<file path="src/rtl/plic_claim_ctrl.sv">
// -----------------------------------------------------------------------------
// plic_claim_ctrl
//
// Bus-facing configuration and claim/complete controller that sits between
// the CPU data bus and the interrupt controller core. It holds per-source
// priority, the enable mask and the priority threshold, and drives them into
// the core. It also drives the external interrupt line to the CPU and runs
// the claim/complete handshake.
//
// Ports:
//   clk, rst_n        clock and synchronous active-low reset
//   req_*             bus request channel (valid/ready, write, addr, wdata)
//   rsp_*             bus response channel (valid/ready, rdata)
//   core_pending/id   winning pending source reported by the core
//   int_priority      packed per-source priority, source i at [i*PW +: PW]
//   int_enable        per-source enable mask
//   int_claim         one-hot, single-cycle claim pulse to the core
//   ext_irq           registered interrupt request to the CPU
//
// Register map (word aligned, addr[1:0] ignored):
//   0x00 + 4*i  priority[i]     0x40 enable     0x44 threshold
//   0x48        read = claim (ID+1 or 0), write = complete (ID+1)
// -----------------------------------------------------------------------------
module plic_claim_ctrl #(
  parameter int PORTS          = 4,
  parameter int ID_WIDTH       = $clog2(PORTS),
  parameter int PRIORITY_WIDTH = $clog2(PORTS + 1)
) (
  input  logic                              clk,
  input  logic                              rst_n,
  input  logic                              req_valid,
  output logic                              req_ready,
  input  logic                              req_write,
  input  logic [7:0]                        req_addr,
  input  logic [31:0]                       req_wdata,
  output logic                              rsp_valid,
  input  logic                              rsp_ready,
  output logic [31:0]                       rsp_rdata,
  input  logic                              core_pending,
  input  logic [ID_WIDTH-1:0]               core_id,
  output logic [PORTS*PRIORITY_WIDTH-1:0]   int_priority,
  output logic [PORTS-1:0]                  int_enable,
  output logic [PORTS-1:0]                  int_claim,
  output logic                              ext_irq
);

  localparam int PW = PRIORITY_WIDTH;
  localparam int CW = ID_WIDTH + 1;   // width of an ID+1 claim/complete value

  typedef enum logic [0:0] {
    ST_IDLE       = 1'b0,
    ST_IN_SERVICE = 1'b1
  } state_e;

  // Registered state
  logic [PW-1:0]       prio_q [PORTS];
  logic [PW-1:0]       prio_d [PORTS];
  logic [PORTS-1:0]    enable_q, enable_d;
  logic [PW-1:0]       thresh_q, thresh_d;
  state_e              state_q, state_d;
  logic [ID_WIDTH-1:0] svc_id_q, svc_id_d;
  logic                rsp_valid_q, rsp_valid_d;
  logic [31:0]         rsp_rdata_q, rsp_rdata_d;
  logic [PORTS-1:0]    int_claim_q, int_claim_d;
  logic                ext_irq_q, ext_irq_d;

  // Combinational helpers
  logic                req_ready_s;
  logic                accept_s;
  logic [5:0]          word_s;
  logic                is_prio_s, is_enable_s, is_thresh_s, is_claim_s;
  logic                claim_rd_s, complete_s;
  logic [PW-1:0]       core_prio_s;
  logic                core_en_s;
  logic [PORTS-1:0]    claim_onehot_s;
  logic [PW-1:0]       prio_rd_s;
  logic                eligible_s;
  logic [31:0]         rd_data_s;
  logic                unused_s;

  // Only the low field bits of write data and the word part of the address matter.
  assign unused_s = ^{req_addr[1:0], req_wdata};

  assign req_ready_s = !rsp_valid_q || rsp_ready;
  assign accept_s    = req_valid && req_ready_s;
  assign word_s      = req_addr[7:2];
  assign is_prio_s   = (word_s < 6'(PORTS));
  assign is_enable_s = (word_s == 6'd16);
  assign is_thresh_s = (word_s == 6'd17);
  assign is_claim_s  = (word_s == 6'd18);
  assign claim_rd_s  = accept_s && !req_write && is_claim_s;
  assign complete_s  = accept_s && req_write && is_claim_s;

  // Per-source lookups: core's winning source config, its one-hot, and the
  // priority word addressed by the bus. An out-of-range core_id matches no
  // source and therefore reads as disabled with priority 0.
  always_comb begin
    core_prio_s    = {PW{1'b0}};
    core_en_s      = 1'b0;
    claim_onehot_s = {PORTS{1'b0}};
    prio_rd_s      = {PW{1'b0}};
    for (int i = 0; i < PORTS; i++) begin
      claim_onehot_s[i] = (core_id == ID_WIDTH'(i));
      core_prio_s       = core_prio_s | (claim_onehot_s[i] ? prio_q[i] : {PW{1'b0}});
      core_en_s         = core_en_s | (claim_onehot_s[i] & enable_q[i]);
      prio_rd_s         = prio_rd_s | ((word_s == 6'(i)) ? prio_q[i] : {PW{1'b0}});
    end
  end

  // Priority 0 can never exceed an unsigned threshold, so it is never eligible.
  assign eligible_s = core_pending && core_en_s && (core_prio_s > thresh_q);

  // Read data mux; the claim register returns ID+1 only when a claim would be granted.
  always_comb begin
    rd_data_s = 32'd0;
    if (is_prio_s) begin
      rd_data_s = 32'(prio_rd_s);
    end else if (is_enable_s) begin
      rd_data_s = 32'(enable_q);
    end else if (is_thresh_s) begin
      rd_data_s = 32'(thresh_q);
    end else if (is_claim_s) begin
      rd_data_s = ((state_q == ST_IDLE) && eligible_s) ? (32'(core_id) + 32'd1) : 32'd0;
    end else begin
      rd_data_s = 32'd0;
    end
  end

  // Configuration register next-state: field writes truncate to the field width.
  always_comb begin
    for (int i = 0; i < PORTS; i++) begin
      prio_d[i] = (accept_s && req_write && is_prio_s && (word_s == 6'(i)))
                  ? req_wdata[PW-1:0] : prio_q[i];
    end
    enable_d = (accept_s && req_write && is_enable_s) ? req_wdata[PORTS-1:0] : enable_q;
    thresh_d = (accept_s && req_write && is_thresh_s) ? req_wdata[PW-1:0] : thresh_q;
  end

  // Response channel: load on accept, hold until consumed.
  always_comb begin
    rsp_valid_d = rsp_valid_q;
    rsp_rdata_d = rsp_rdata_q;
    if (accept_s) begin
      rsp_valid_d = 1'b1;
      rsp_rdata_d = req_write ? 32'd0 : rd_data_s;
    end else if (rsp_valid_q && rsp_ready) begin
      rsp_valid_d = 1'b0;
    end else begin
      rsp_valid_d = rsp_valid_q;
    end
  end

  // Claim/complete state machine; the claim pulse is generated only on the
  // accept cycle, so a stalled response never repeats it.
  always_comb begin
    state_d     = state_q;
    svc_id_d    = svc_id_q;
    int_claim_d = {PORTS{1'b0}};
    case (state_q)
      ST_IDLE: begin
        if (claim_rd_s && eligible_s) begin
          state_d     = ST_IN_SERVICE;
          svc_id_d    = core_id;
          int_claim_d = claim_onehot_s;
        end else begin
          state_d = ST_IDLE;
        end
      end
      ST_IN_SERVICE: begin
        if (complete_s && (req_wdata[ID_WIDTH:0] == (CW'(svc_id_q) + CW'(1)))) begin
          state_d = ST_IDLE;
        end else begin
          state_d = ST_IN_SERVICE;
        end
      end
      default: begin
        state_d = ST_IDLE;
      end
    endcase
    ext_irq_d = (state_q == ST_IDLE) && eligible_s;
  end

  // State registers with synchronous active-low reset.
  always_ff @(posedge clk) begin
    if (!rst_n) begin
      for (int i = 0; i < PORTS; i++) begin
        prio_q[i] <= {PW{1'b0}};
      end
      enable_q    <= {PORTS{1'b0}};
      thresh_q    <= {PW{1'b0}};
      state_q     <= ST_IDLE;
      svc_id_q    <= {ID_WIDTH{1'b0}};
      rsp_valid_q <= 1'b0;
      rsp_rdata_q <= 32'd0;
      int_claim_q <= {PORTS{1'b0}};
      ext_irq_q   <= 1'b0;
    end else begin
      for (int i = 0; i < PORTS; i++) begin
        prio_q[i] <= prio_d[i];
      end
      enable_q    <= enable_d;
      thresh_q    <= thresh_d;
      state_q     <= state_d;
      svc_id_q    <= svc_id_d;
      rsp_valid_q <= rsp_valid_d;
      rsp_rdata_q <= rsp_rdata_d;
      int_claim_q <= int_claim_d;
      ext_irq_q   <= ext_irq_d;
    end
  end

  // Pack the priority array onto the core-facing bus.
  always_comb begin
    int_priority = {(PORTS*PW){1'b0}};
    for (int i = 0; i < PORTS; i++) begin
      int_priority[i*PW +: PW] = prio_q[i];
    end
  end

  assign req_ready  = req_ready_s;
  assign rsp_valid  = rsp_valid_q;
  assign rsp_rdata  = rsp_rdata_q;
  assign int_enable = enable_q;
  assign int_claim  = int_claim_q;
  assign ext_irq    = ext_irq_q;

endmodule

</file>
<file path="config.mk">
export PLATFORM = sky130hd
export DESIGN_NAME = plic_claim_ctrl
export DESIGN_NICKNAME = d
export VERILOG_FILES = /design/src/rtl/plic_claim_ctrl.sv
export SDC_FILE = /design/constraint.sdc
export NUM_CORES = 1
export LEC_CHECK = 0
export BUFFER_PORTS_ARGS = -buffer_cell sky130_fd_sc_hd__buf_4
export CORE_MARGIN = 2
export CORE_UTILIZATION = 47
export CTS_BUF_LIST = sky130_fd_sc_hd__clkbuf_2 sky130_fd_sc_hd__clkbuf_4 sky130_fd_sc_hd__clkbuf_8
export DETAILED_ROUTE_END_ITERATION = 8
export PLACE_DENSITY = 0.82
export REMOVE_ABC_BUFFERS = 1
export SYNTH_ARGS = -nofsm -noshare
export SYNTH_HDL_FRONTEND = slang
export SYNTH_SLANG_ARGS = --single-unit
</file>
<file path="constraint.sdc">
create_clock -name clk -period 3.1 [get_ports clk]
set_clock_uncertainty 0.05 [all_clocks]
set_input_delay 0.775 -clock clk [delete_from_list [all_inputs] [get_ports clk]]
set_output_delay 0.775 -clock clk [all_outputs]
set_load 0.05 [all_outputs]
</file>
## Word-level counts from Yosys, hierarchy flattened

Memories as Yosys holds them, arrays and structs flattened.
Index checks and enable logic that the tools add are counted.

- Flip-flop bits (word level): 48
- Input bits: 48
- Memory bits (writable): 12
- Memories: 1

Memories:

| memory | depth | bits a word | rd ports | clocked after memory_dff | write ports | line | source |
|---|---|---|---|---|---|---|---|
| prio_q | 4 | 3 | 4 | 0 | 4 | 56 | `logic [PW-1:0] prio_q [PORTS];` |

- Eq/ne operators: 10
- Add/sub/neg operators: 2
- Muxes and demuxes: 29
- Bitwise gates (word level): 20
- Order comparisons: 2
- Reduce and logical (&&, ||, !) cells: 26

Operator list:

| operator | count |
|---|---|
| two-way mux 3 bit | 19 |
| two-way mux 32 bit | 1 |
| equality test 6 x 5 -> 1 bit (second input constant) | 3 |
| logical AND 1 bit | 18 |
| OR 3 bit | 6 |
| equality test 6 x 2 -> 1 bit (second input constant) | 2 |
| two-way mux 4 bit | 2 |
| OR 1 bit | 7 |
| adder 2 x 1 -> 3 bit (second input constant) | 2 |
| equality test 6 x 1 -> 1 bit (second input constant) | 1 |
| zero test 6 bit | 1 |
| < comparator 6 x 3 -> 1 bit (second input constant) | 1 |
| two-way mux 1 bit | 6 |
| AND 1 bit | 4 |
| equality test 2 bit (second input constant) | 2 |
| equality test 3 bit | 1 |
| greater-than comparator 3 bit | 1 |
| NOT 1 bit | 3 |
| OR reduction 3 bit | 1 |
| equality test 2 x 1 -> 1 bit (second input constant) | 1 |
| zero test 1 bit | 2 |
| zero test 2 bit | 1 |
| one-hot mux 1 bit (2 select lines) | 1 |
| AND reduction 2 bit | 1 |
| other kinds (2) | 2 |

## Longest topological paths before layout

Gate-level depths: netlist of run 1.

- Depth in word-level cells: 14
- Mapped depth: 9
- Gate-level depth less buffers: 9

## Worst setup path after synthesis of run 1

No wires, ideal clock.

- Path type: input -> register
- From: input core_id[0]
- To: register svc_id_q[0]
- Path slack: 0.206 ns
- Buffers on the path: 0
- Stages: 9
- Arrival time: 2.772 ns
- Cell sequence: inv_1 > ha_1 > a22o_1 > a221oi_1 > ha_1 > and3_1 > a2111oi_4 > and4_1 > mux2i_1

- Longest elaborated chain between the ends: 9
- Elaborated cells on any way between the ends: 23
- Those cells by class: order compare: 1; eq/ne: 3; mux: 4; bitwise: 10; reduce/logical: 5

Ends and longest elaborated chain:

| what | line | source |
|---|---|---|
| start: declaration | 40 | `input logic [ID_WIDTH-1:0] core_id,` |
| zero test 2 bit (*) | 103 | `claim_onehot_s[i] = (core_id == ID_WIDTH'(i));` |
| named net claim_onehot_s[0] | 75 | `logic [PORTS-1:0] claim_onehot_s;` |
| two-way mux 3 bit or AND 1 bit (tied branches) | 104, 105 |  |
| OR 3 bit or OR 1 bit (tied branches) (3 in a row) | 104, 105 |  |
| greater-than comparator 3 bit or logical AND 1 bit (tied branches) | 111 | `assign eligible_s = core_pending && core_en_s && (core_prio_s > thresh_q);` |
| logical AND 1 bit (*) | 111 |  |
| logical AND 1 bit (*) | 161 | `if (claim_rd_s && eligible_s) begin` |
| AND reduction 2 bit (no line) (*) | -- |  |
| end signal: assignment | 192 | `svc_id_q <= {ID_WIDTH{1'b0}};` |
| end signal: assignment | 204 | `svc_id_q <= svc_id_d;` |
| end: declaration | 61 | `logic [ID_WIDTH-1:0] svc_id_q, svc_id_d;` |

Mark *: on every way through the listed nets, which the timed path passes. The rest lies on a longest branch.
A chain may end at the register's enable or synchronous reset.

## Final worst setup path of run 1

Same ends and word-level chain as after synthesis.

==> reports/results.tsv, run 1 <==
metric	value	unit
status	complete, no violations	
arrival	3.02	ns
hold_path_depth	2	
post-cts-setup-buffer-count	0	
numClockSinks	32	
maxCapViolCount	0	
initial_utilization	0.495	
clk_latency	0.30	ns
p_leak	0.994	nW
cts_tree	built	
ant_nets	0	
hold_end	svc_id_q[1]$_SDFFE_PN0P_	
critPathRequiredTime	3.28	ns
regArea	641	um^2
pin_count	103	
r2r-start	prio_q[0][0]$_SDFFE_PN0P_	
first_global_vias	1616	
gr-total-overflow	0	
p_total	0.941	mW
dr.pass1.iters	4	
drt_iter0_drc	125	
fin_crit	2.84	ns
seq_area_frac_synth	0.319	
worst_pin_slew	0.576	ns
final_util	0.587	
synthTopCellsByCount	dfxtp_1, buf_4, a21oi_1	
synth_edf_count	0	
synth_area_leader_cell	dfxtp_1	
dominantRegCellSynth	dfxtp_1	
grt_start_max_net_pins	22	
path_class	in -> reg	
viasPerCell	5.66	
setup_viol	0	
drv_slew	0	
antenna_found_initial	0	
routed_wl	5040	um
nFillCells	367	
final_cells	329	
routedWlPerCell	15.3	um
yosys-top-cells-area	dfxtp_1, buf_4, mux2i_1	
ctsLongestPathBuffers	2	
powerDensity	395	nW/um^2
hold_path.class	reg -> reg	
min_from	svc_id_q[1]$_SDFFE_PN0P_	
vdd_ir_drop_max	0.209	mV
crit_fanout	4	
place_inst	321	
die_x	69.4	um
r2r_setup_slack	0.84	ns
ys_warn_count	0	
cts-root-buf	clkbuf_8	
synth-seq-cells	32	
detailed_place_hpwl	3720	um
post-route-drc-count	0	
layout-area-overhead-vs-synth	18.6	%
post-synth-top-count-cell	dfxtp_1	
synth.avg_cell_area	8.58	um^2
fin_crit_sh	0.917	
postCtsHoldBufs	0	
track_usage	0.206	
nets	334	
hold_ws	0.433	ns
timing.rr.end	svc_id_q[0]$_SDFFE_PN0P_	
fmax	352	MHz
async_reset_ff_frac	0	
diodes	0	
die_y	69.4	um
htreeDepth	2	
netlist_area	2010	um^2
tns	0	ns
end_kind	flop	
worstSetupStartpointType	input pin	
rsz0062_at_grt	false	
cts_made_buffers	5	
ys_types	37	
portBuffers	44	
synth_top_area_share	0.319	
core	4060	um^2
clk_pin_slew	0.07	ns
grt_pass1_wl	7870	um
rows	23	
drive_gt1_frac	0.229	
synth_cells	234	
hold_viol	0	
multi_input_area	1160	um^2
num_vias	1863	
relSlewSlack	0.613	
die_area	4810	um^2
place.gp.congestion	0.905	
reg2reg_depth	7	
==> area by class of cell <==
cell class              instances  area share
inverters                      13      0.0205
clock inverters                 1     0.00315
multi-input cells             176       0.486
clock buffers                   7      0.0378
well taps                      50      0.0263
flip-flops and latches         32       0.269
repair buffers                 50       0.158
==> worst max path at each step <==
stage	startpoint	to	cells past startpoint
global placement	core_id[0]	svc_id_q[0]$_SDFFE_PN0P_	10
global route	core_id[0]	int_claim[0]$_SDFF_PP0_	11
CTS	core_id[0]	svc_id_q[0]$_SDFFE_PN0P_	10
detailed placement	core_id[0]	int_claim[2]$_SDFF_PP0_	10
finish	core_id[0]	svc_id_q[0]$_SDFFE_PN0P_	11
floorplan	core_id[0]	svc_id_q[0]$_SDFFE_PN0P_	9
==> worst max-delay path: stages <==
cell and delay (ns):
buf_4 0.11, inv_1 0.07, ha_1 0.25, buf_4 0.16
a22oi_1 0.18, nand2_1 0.09, ha_1 0.31, and3_1 0.21
a2111oi_4 0.37, and4_1 0.31, mux2i_1 0.20
==> metal layers <==
| metal | vias up | track usage | wire [um] |
|---|---|---|---|
| li1 | 888 | - | - |
| met1 | 863 | 0.260 | 2070 |
| met2 | 95 | 0.329 | 2440 |
| met5 | - | 0 | 0 |
| met3 | 17 | 0.0494 | 405 |
| met4 | 0 | 0.0980 | 124 |
==> sequential cells by signal (all words and copies together), names as in the netlist <==
name	count
int_claim	4
thresh_q	3
rsp_rdata	4
ext_irq	1
int_enable	4
prio_q	12
rsp_valid	1
svc_id_q	2
state_q	1
==> cell families (layout without fill, tap and decap cells) <==
kind of cell / count (synthesis) / in the layout / share of synthesized area
DFF: 32 / 32 / 0.319
muxes: 17 / 17 / 0.0847
xor gates and xnor gates: 3 / 3 / 0.0131
AOI/OAI and AO/OA: 55 / 55 / 0.183
buffers and inverters: 53 / 71 / 0.159
other: 1 / 28 / 0.00187
adders and majority gates: 8 / 8 / 0.0498
and+or+nand+nor: 65 / 65 / 0.189
==> cell usage in the layout, fill, tap and decap left out, types with 2 or more instances in the layout <==
master | synthesis | final
mux2i_1 | 17 | 17
dfxtp_1 | 32 | 32
clkbuf_8 | 0 | 6
ha_1 | 8 | 8
nor2b_1 | 2 | 2
inv_1 | 13 | 13
and4b_1 | 2 | 2
nor3_1 | 5 | 5
nand3_1 | 16 | 16
nand2_1 | 18 | 18
nor4_1 | 2 | 2
nor3_2 | 2 | 2
and4_1 | 2 | 2
o221ai_1 | 3 | 3
o31ai_1 | 4 | 4
conb_1 | 1 | 28
nand4_1 | 4 | 4
and3_1 | 5 | 5
xnor2_1 | 2 | 2
a22oi_1 | 6 | 6
o21ai_0 | 13 | 13
buf_4 | 29 | 50
nand4b_1 | 2 | 2
a32oi_1 | 7 | 7
a21oi_1 | 19 | 19
==> report_power, final <==
part           switching [mW]  internal [mW]  total [mW]
registers             0.00115          0.412       0.414
clock network           0.162          0.189       0.351
logic                   0.140         0.0362       0.176
==> per-stage QoR <==
step                      setup WS [ns]  instance area, um^2
after global routing             0.0630                 2380
after global placement           0.0265                 2280
after CTS                         0.188                 2370
after detailed placement         -0.102                 2280
after floorplan                   0.206                 1840
final                             0.258                 2380
==> repair_timing <==
item / in CTS / in global routing
resized for setup: 0 / 1
endpoints found under the setup margin: 0 / 3
hold endpoints to repair: 0 / 0
No activity file was read; power rests on OpenSTA's default activity.
==> inputs of run 2 (changes only) <==
--- a/config.mk
+++ b/config.mk
@@ -5,12 +5,14 @@
 export SDC_FILE = /design/constraint.sdc
 export NUM_CORES = 1
 export LEC_CHECK = 0
+export ABC_AREA = 1
 export BUFFER_PORTS_ARGS = -buffer_cell sky130_fd_sc_hd__buf_4
 export CORE_MARGIN = 2
 export CORE_UTILIZATION = 47
 export CTS_BUF_LIST = sky130_fd_sc_hd__clkbuf_2 sky130_fd_sc_hd__clkbuf_4 sky130_fd_sc_hd__clkbuf_8
 export DETAILED_ROUTE_END_ITERATION = 8
-export PLACE_DENSITY = 0.82
+export MAX_ROUTING_LAYER = met4
+export PLACE_DENSITY = 0.83
 export REMOVE_ABC_BUFFERS = 1
 export SYNTH_ARGS = -nofsm -noshare
 export SYNTH_HDL_FRONTEND = slang
==> run 2 against run 1 <==
Die area decreased by 3.2%. Clock power shrank 3%. Total power fell by 1.4%. Worst hold slack got worse by 0.014 ns. Synthesized cell count is 13% higher. Sequential power hardly changed. Worst setup slack gained 0.080 ns. Via count shrank 1.7%. Critical endpoint is now state_q$_SDFF_PN0_. Combinational power is 3% lower. Routed wire length is 8.8% lower. Critical path type unchanged. First-iteration DRC count down 47%. Count of clock-buffer cells in the layout fell by 1.
==> reports/results.tsv, run 2 <==
metric	value	unit
post-cts-setup-buffer-count	0	
grt_start_max_net_pins	20	
place.gp.congestion	0.911	
track_usage	0.219	
dominantRegCellSynth	dfxtp_1	
die_x	68.2	um
fmax	362	MHz
htreeDepth	2	
powerDensity	399	nW/um^2
final_cells	365	
largest_register_ffs	12	
drive_gt1_frac	0.286	
end_kind	flop	
setup_viol	0	
critPathRequiredTime	3.25	ns
dr.pass1.iters	4	
layout_commonest_cell	buf_4	
layout_common_cells	buf_4, nand2_1, dfxtp_1, conb_1, a21oi_1	
hold_ws	0.418	ns
cts_tree	built	
cts-root-buf	clkbuf_8	
nets	370	
first_global_vias	1614	
maxCapViolCount	0	
tns	0	ns
ys_warn_count	0	
synth_edf_count	0	
final_util	0.585	
gr-total-overflow	0	
viasPerCell	5.02	
synth-seq-cells	32	
synth_cells	265	
portBuffers	44	
detailed_place_hpwl	3660	um
crit_fanout	5	
place_inst	357	
clk_latency	0.29	ns
busiest_layer	met2	
layout-area-overhead-vs-synth	19.9	%
regMostFlops	prio_q	
core	3970	um^2
numClockSinks	32	
drv_slew	0	
diodes	0	
cts.repair.resized	0	
netlist_area	1940	um^2
post-route-drc-count	0	
async_reset_ff_frac	0	
synth_top_area_share	0.330	
p_total	0.928	mW
die_y	68.2	um
rows	23	
post-synth-top-count-cell	nand2_1	
drt_iter0_drc	66	
worstSetupStartpointType	input pin	
ctsLongestPathBuffers	2	
initial_utilization	0.488	
synth.avg_cell_area	7.32	um^2
grt_pass1_wl	7270	um
antenna_found_initial	0	
ys_types	28	
vdd_ir_drop_max	0.387	mV
fin_crit_sh	0.891	
cts_made_buffers	5	
routedWlPerCell	12.6	um
synthTopCellsByCount	nand2_1, dfxtp_1, buf_4	
ant_nets	0	
clk_pin_slew	0.07	ns
num_vias	1832	
p_leak	1.12	nW
grtUsageMet1	0.270	
hold_path.class	reg -> reg	
path_class	in -> reg	
arrival	2.91	ns
pin_count	103	
use_met2	0.346	
grt_util_met3	0.0543	
seq_area_frac_synth	0.330	
status	complete, no violations	
synth_area_leader_cell	dfxtp_1	
hold_viol	0	
fin_crit	2.76	ns
rsz0062_at_grt	false	
postCtsHoldBufs	0	
yosys-top-cells-area	dfxtp_1, buf_4, nand2_1	
die_area	4660	um^2
routed_wl	4590	um
-- run 2: cell count changes in the layout (fill, tap and decap cells not counted), moves of 6 or more --
cell and change:
a22oi_1 -6, a32oi_1 -6, inv_1 +7, inv_2 +12
mux2i_1 -17, nand2_1 +19, nor2_1 +22, nor2_2 +11
o21ai_0 -11, o21ai_1 +17
-- run 2: worst max-delay path, cell delays in order --
cell and delay (ns):
buf_4 0.11, inv_1 0.06, ha_1 0.27, a221oi_1 0.41, ha_1 0.30, nand3_1 0.07
nand3_1 0.08, nor2_2 0.18, nand2_1 0.13, nor3_4 0.27, nand2_2 0.17, o31ai_1 0.10
-- run 2: kinds of logic after synthesis --
| kind of cell | share of synthesized area |
|---|---|
| DFF | 0.330 |
| adders and majority gates | 0.0516 |
| and+or+nand+nor | 0.287 |
| other | 0.00193 |
| AOI/OAI and AO/OA | 0.135 |
| xor gates and xnor gates | 0.0136 |
| buffers and inverters | 0.180 |
-- run 2: worst paths after layout --
check                                 start                   endpoint  slack [ns]  cells after the start
setup / recovery                 core_id[0]         state_q$_SDFF_PN0_        0.34                     12
hold / removal    rsp_rdata[0]$_SDFFE_PN0P_  rsp_rdata[0]$_SDFFE_PN0P_        0.42                      2
setup reg to reg  prio_q[0][0]$_SDFFE_PN0P_         state_q$_SDFF_PN0_        0.85                     11
hold reg to reg   rsp_rdata[0]$_SDFFE_PN0P_  rsp_rdata[0]$_SDFFE_PN0P_        0.42                      2
-- run 2: metal layers --
layer | up-vias | routed length, um
li1 | 907 | -
met1 | 810 | 1960
met2 | 103 | 2090
met3 | 12 | 452
met4 | 0 | 95
met5 | - | 0
-- run 2: area by class of cell --
| class | count | area (um^2) |
|---|---|---|
| clock buffer | 6 | 82.6 |
| clock inverter | 2 | 15.0 |
| fill | 402 | 1650 |
| inverter | 32 | 120 |
| multi-input combinational | 196 | 1050 |
| sequential | 32 | 641 |
| tap | 50 | 62.6 |
| timing repair buffer | 47 | 353 |
-- run 2: power breakdown --
part           switching [mW]  internal (mW)  leakage (nW)  total, mW
Combinational           0.135         0.0346         0.822      0.170
Clock                   0.163          0.179        0.0434      0.342
Sequential            0.00208          0.413         0.258      0.415
Total                   0.300          0.627          1.12      0.928
-- run 2: stage by stage --
stage	area (um^2)	worst slack, ns
after detailed placement	2230	0.0601
final	2320	0.338
after global routing	2320	0.181
after floorplan	1810	0.530
after CTS	2320	0.357
after global placement	2230	0.101
==> inputs of run 3 (changes only) <==
--- a/config.mk
+++ b/config.mk
@@ -7,13 +7,16 @@
 export LEC_CHECK = 0
 export ABC_AREA = 1
 export BUFFER_PORTS_ARGS = -buffer_cell sky130_fd_sc_hd__buf_4
+export CORE_ASPECT_RATIO = 1.4
 export CORE_MARGIN = 2
 export CORE_UTILIZATION = 47
 export CTS_BUF_LIST = sky130_fd_sc_hd__clkbuf_2 sky130_fd_sc_hd__clkbuf_4 sky130_fd_sc_hd__clkbuf_8
+export CTS_CLUSTER_SIZE = 16
 export DETAILED_ROUTE_END_ITERATION = 8
 export MAX_ROUTING_LAYER = met4
 export PLACE_DENSITY = 0.83
 export REMOVE_ABC_BUFFERS = 1
+export SETUP_SLACK_MARGIN = 0.4
 export SYNTH_ARGS = -nofsm -noshare
 export SYNTH_HDL_FRONTEND = slang
 export SYNTH_SLANG_ARGS = --single-unit
==> run 3 against run 2 <==
Global-route usage grew 0.14 points. Flip-flop and latch count is the same. Critical path depth grew 4. First-iteration DRC count shrank 3.0%. Total power grew 11%. Sequential power is essentially flat. Critical path type unchanged. Largest cell class unchanged. Largest power group is now clock.
==> reports/results.tsv, run 3 (same netlist as run 2, synthesis figures left out) <==
metric	value	unit
numClockSinks	32	
cpMostUsedCell	nor2_1	
num_vias	1817	
viasPerCell	5.08	
fin_crit	2.60	ns
setup_viol	0	
place.gp.congestion	0.904	
grt_pass1_wl	7600	um
status	complete, no violations	
die_y	80.0	um
diodes	0	
end_kind	flop	
hold_ws	0.417	ns
routed_wl	4920	um
die_x	58.3	um
portBuffers	44	
fmax	385	MHz
cts_tree	built	
layout_commonest_cell	buf_4	
rsz0062_at_grt	false	
die_area	4660	um^2
rows	27	
hold_path.class	reg -> reg	
antenna_found_initial	0	
timing.rr.end	svc_id_q[1]$_SDFFE_PN0P_	
track_usage	0.221	
largest_register_ffs	12	
vdd_ir_drop_max	0.284	mV
layout-area-overhead-vs-synth	26.5	%
p_total	1.03	mW
powerDensity	421	nW/um^2
pin_count	103	
reg2reg_depth	12	
crit_fanout	4	
routedWlPerCell	13.7	um
post-route-drc-count	0	
regMostFlops	prio_q	
layout_common_cells	buf_4, nand2_1, dfxtp_1, conb_1, a21oi_1	
hold_viol	0	
ant_nets	0	
grt_start_max_net_pins	20	
r2r-start	prio_q[0][0]$_SDFFE_PN0P_	
cts-root-buf	clkbuf_8	
nFillCells	349	
worstSetupStartpointType	input pin	
gr-total-overflow	0	
path_class	in -> reg	
drive_gt1_frac	0.330	
core	3950	um^2
r2r_setup_slack	0.99	ns
cpPeakStageDelay	0.35	ns
clk_pin_slew	0.07	ns
drt_iter0_drc	64	
crit_chain	buf_8, inv_2, ha_4, buf_6, nand2_1, nand4_1, ha_1, nand2_2, nor2_2, nor2_1, nor2_2, nand2_2, nor3_4, inv_2, nor2_1, nor2_1	
drv_slew	0	
ctsLongestPathBuffers	2	
initial_utilization	0.491	
tns	0	ns
first_global_vias	1733	
crit_start	core_id[1]	
dr.pass1.iters	4	
maxCapViolCount	0	
post-cts-setup-buffer-count	0	
cts_made_buffers	5	
arrival	2.73	ns
p_leak	1.16	nW
final_util	0.621	
htreeDepth	2	
critPathRequiredTime	3.23	ns
crit_end	svc_id_q[1]$_SDFFE_PN0P_	
detailed_place_hpwl	3620	um
fin_crit_sh	0.837	
clk_latency	0.28	ns
nets	370	
critical_path.slowest_cell	ha_1	
-- run 3: cell types whose count changed in the layout (fill, tap and decap cells not counted), sizes merged --
cell / before / now
clkbuf: 6 / 7
clkinvlp: 2 / 0
bufinv: 0 / 1
-- run 3: worst max-delay path, delay by kind of cell --
family	cells	cell delay (ns)
fa+ha+maj	2	0.51
buf+inv	4	0.33
simple gates	10	1.10
-- run 3: worst min path at each step --
stage	start	to	depth (start not counted)
final	rsp_rdata[2]$_SDFFE_PN0P_	rsp_rdata[2]$_SDFFE_PN0P_	2
after detailed placement	rsp_rdata[2]$_SDFFE_PN0P_	rsp_rdata[2]$_SDFFE_PN0P_	2
after global placement	rsp_rdata[1]$_SDFFE_PN0P_	rsp_rdata[1]$_SDFFE_PN0P_	2
after global routing	rsp_rdata[0]$_SDFFE_PN0P_	rsp_rdata[0]$_SDFFE_PN0P_	2
after floorplan	state_q$_SDFF_PN0_	state_q$_SDFF_PN0_	2
after CTS	rsp_rdata[2]$_SDFFE_PN0P_	rsp_rdata[2]$_SDFFE_PN0P_	2
-- run 3: routing by layer --
layer / wire length [um] / vias to the layer above / GRT usage
met5: 0 / - / -
met4: 156 / 0 / 0.123
met3: 267 / 14 / 0.0421
met2: 2540 / 75 / 0.380
met1: 1960 / 826 / 0.232
li1: - / 902 / -
-- run 3: final cells by class --
class | count | area (um^2) | share of cell area
clock inverters | 1 | 30.0 | 0.0122
flip-flops and latches | 32 | 641 | 0.261
repair buffers | 47 | 380 | 0.155
inverters | 32 | 123 | 0.0500
multi-input cells | 196 | 1130 | 0.460
clock buffers | 7 | 96.3 | 0.0393
well taps | 43 | 53.8 | 0.0219
-- run 3: metrics by stage --
step	std cells	area [um^2]	setup slack (ns)
4_1_cts	358	2350	0.405
3_5_place_dp	350	2220	0.103
5_1_grt	358	2450	0.399
2_1_floorplan	260	1810	0.530
3_3_place_gp	350	2220	0.128
6_report	358	2450	0.504
-- run 3: repair_timing --
action,4_1_cts,5_1_grt
gates resized for setup,1,25
hold buffers,0,0
pin swaps,2,10
endpoints found under the setup margin,1,7
cloned,0,0
-- run 3: power breakdown --
part,internal [mW],switching (mW)
Combinational,0.0416,0.141
Clock,0.283,0.153
Sequential,0.413,0.00215
Total,0.738,0.296
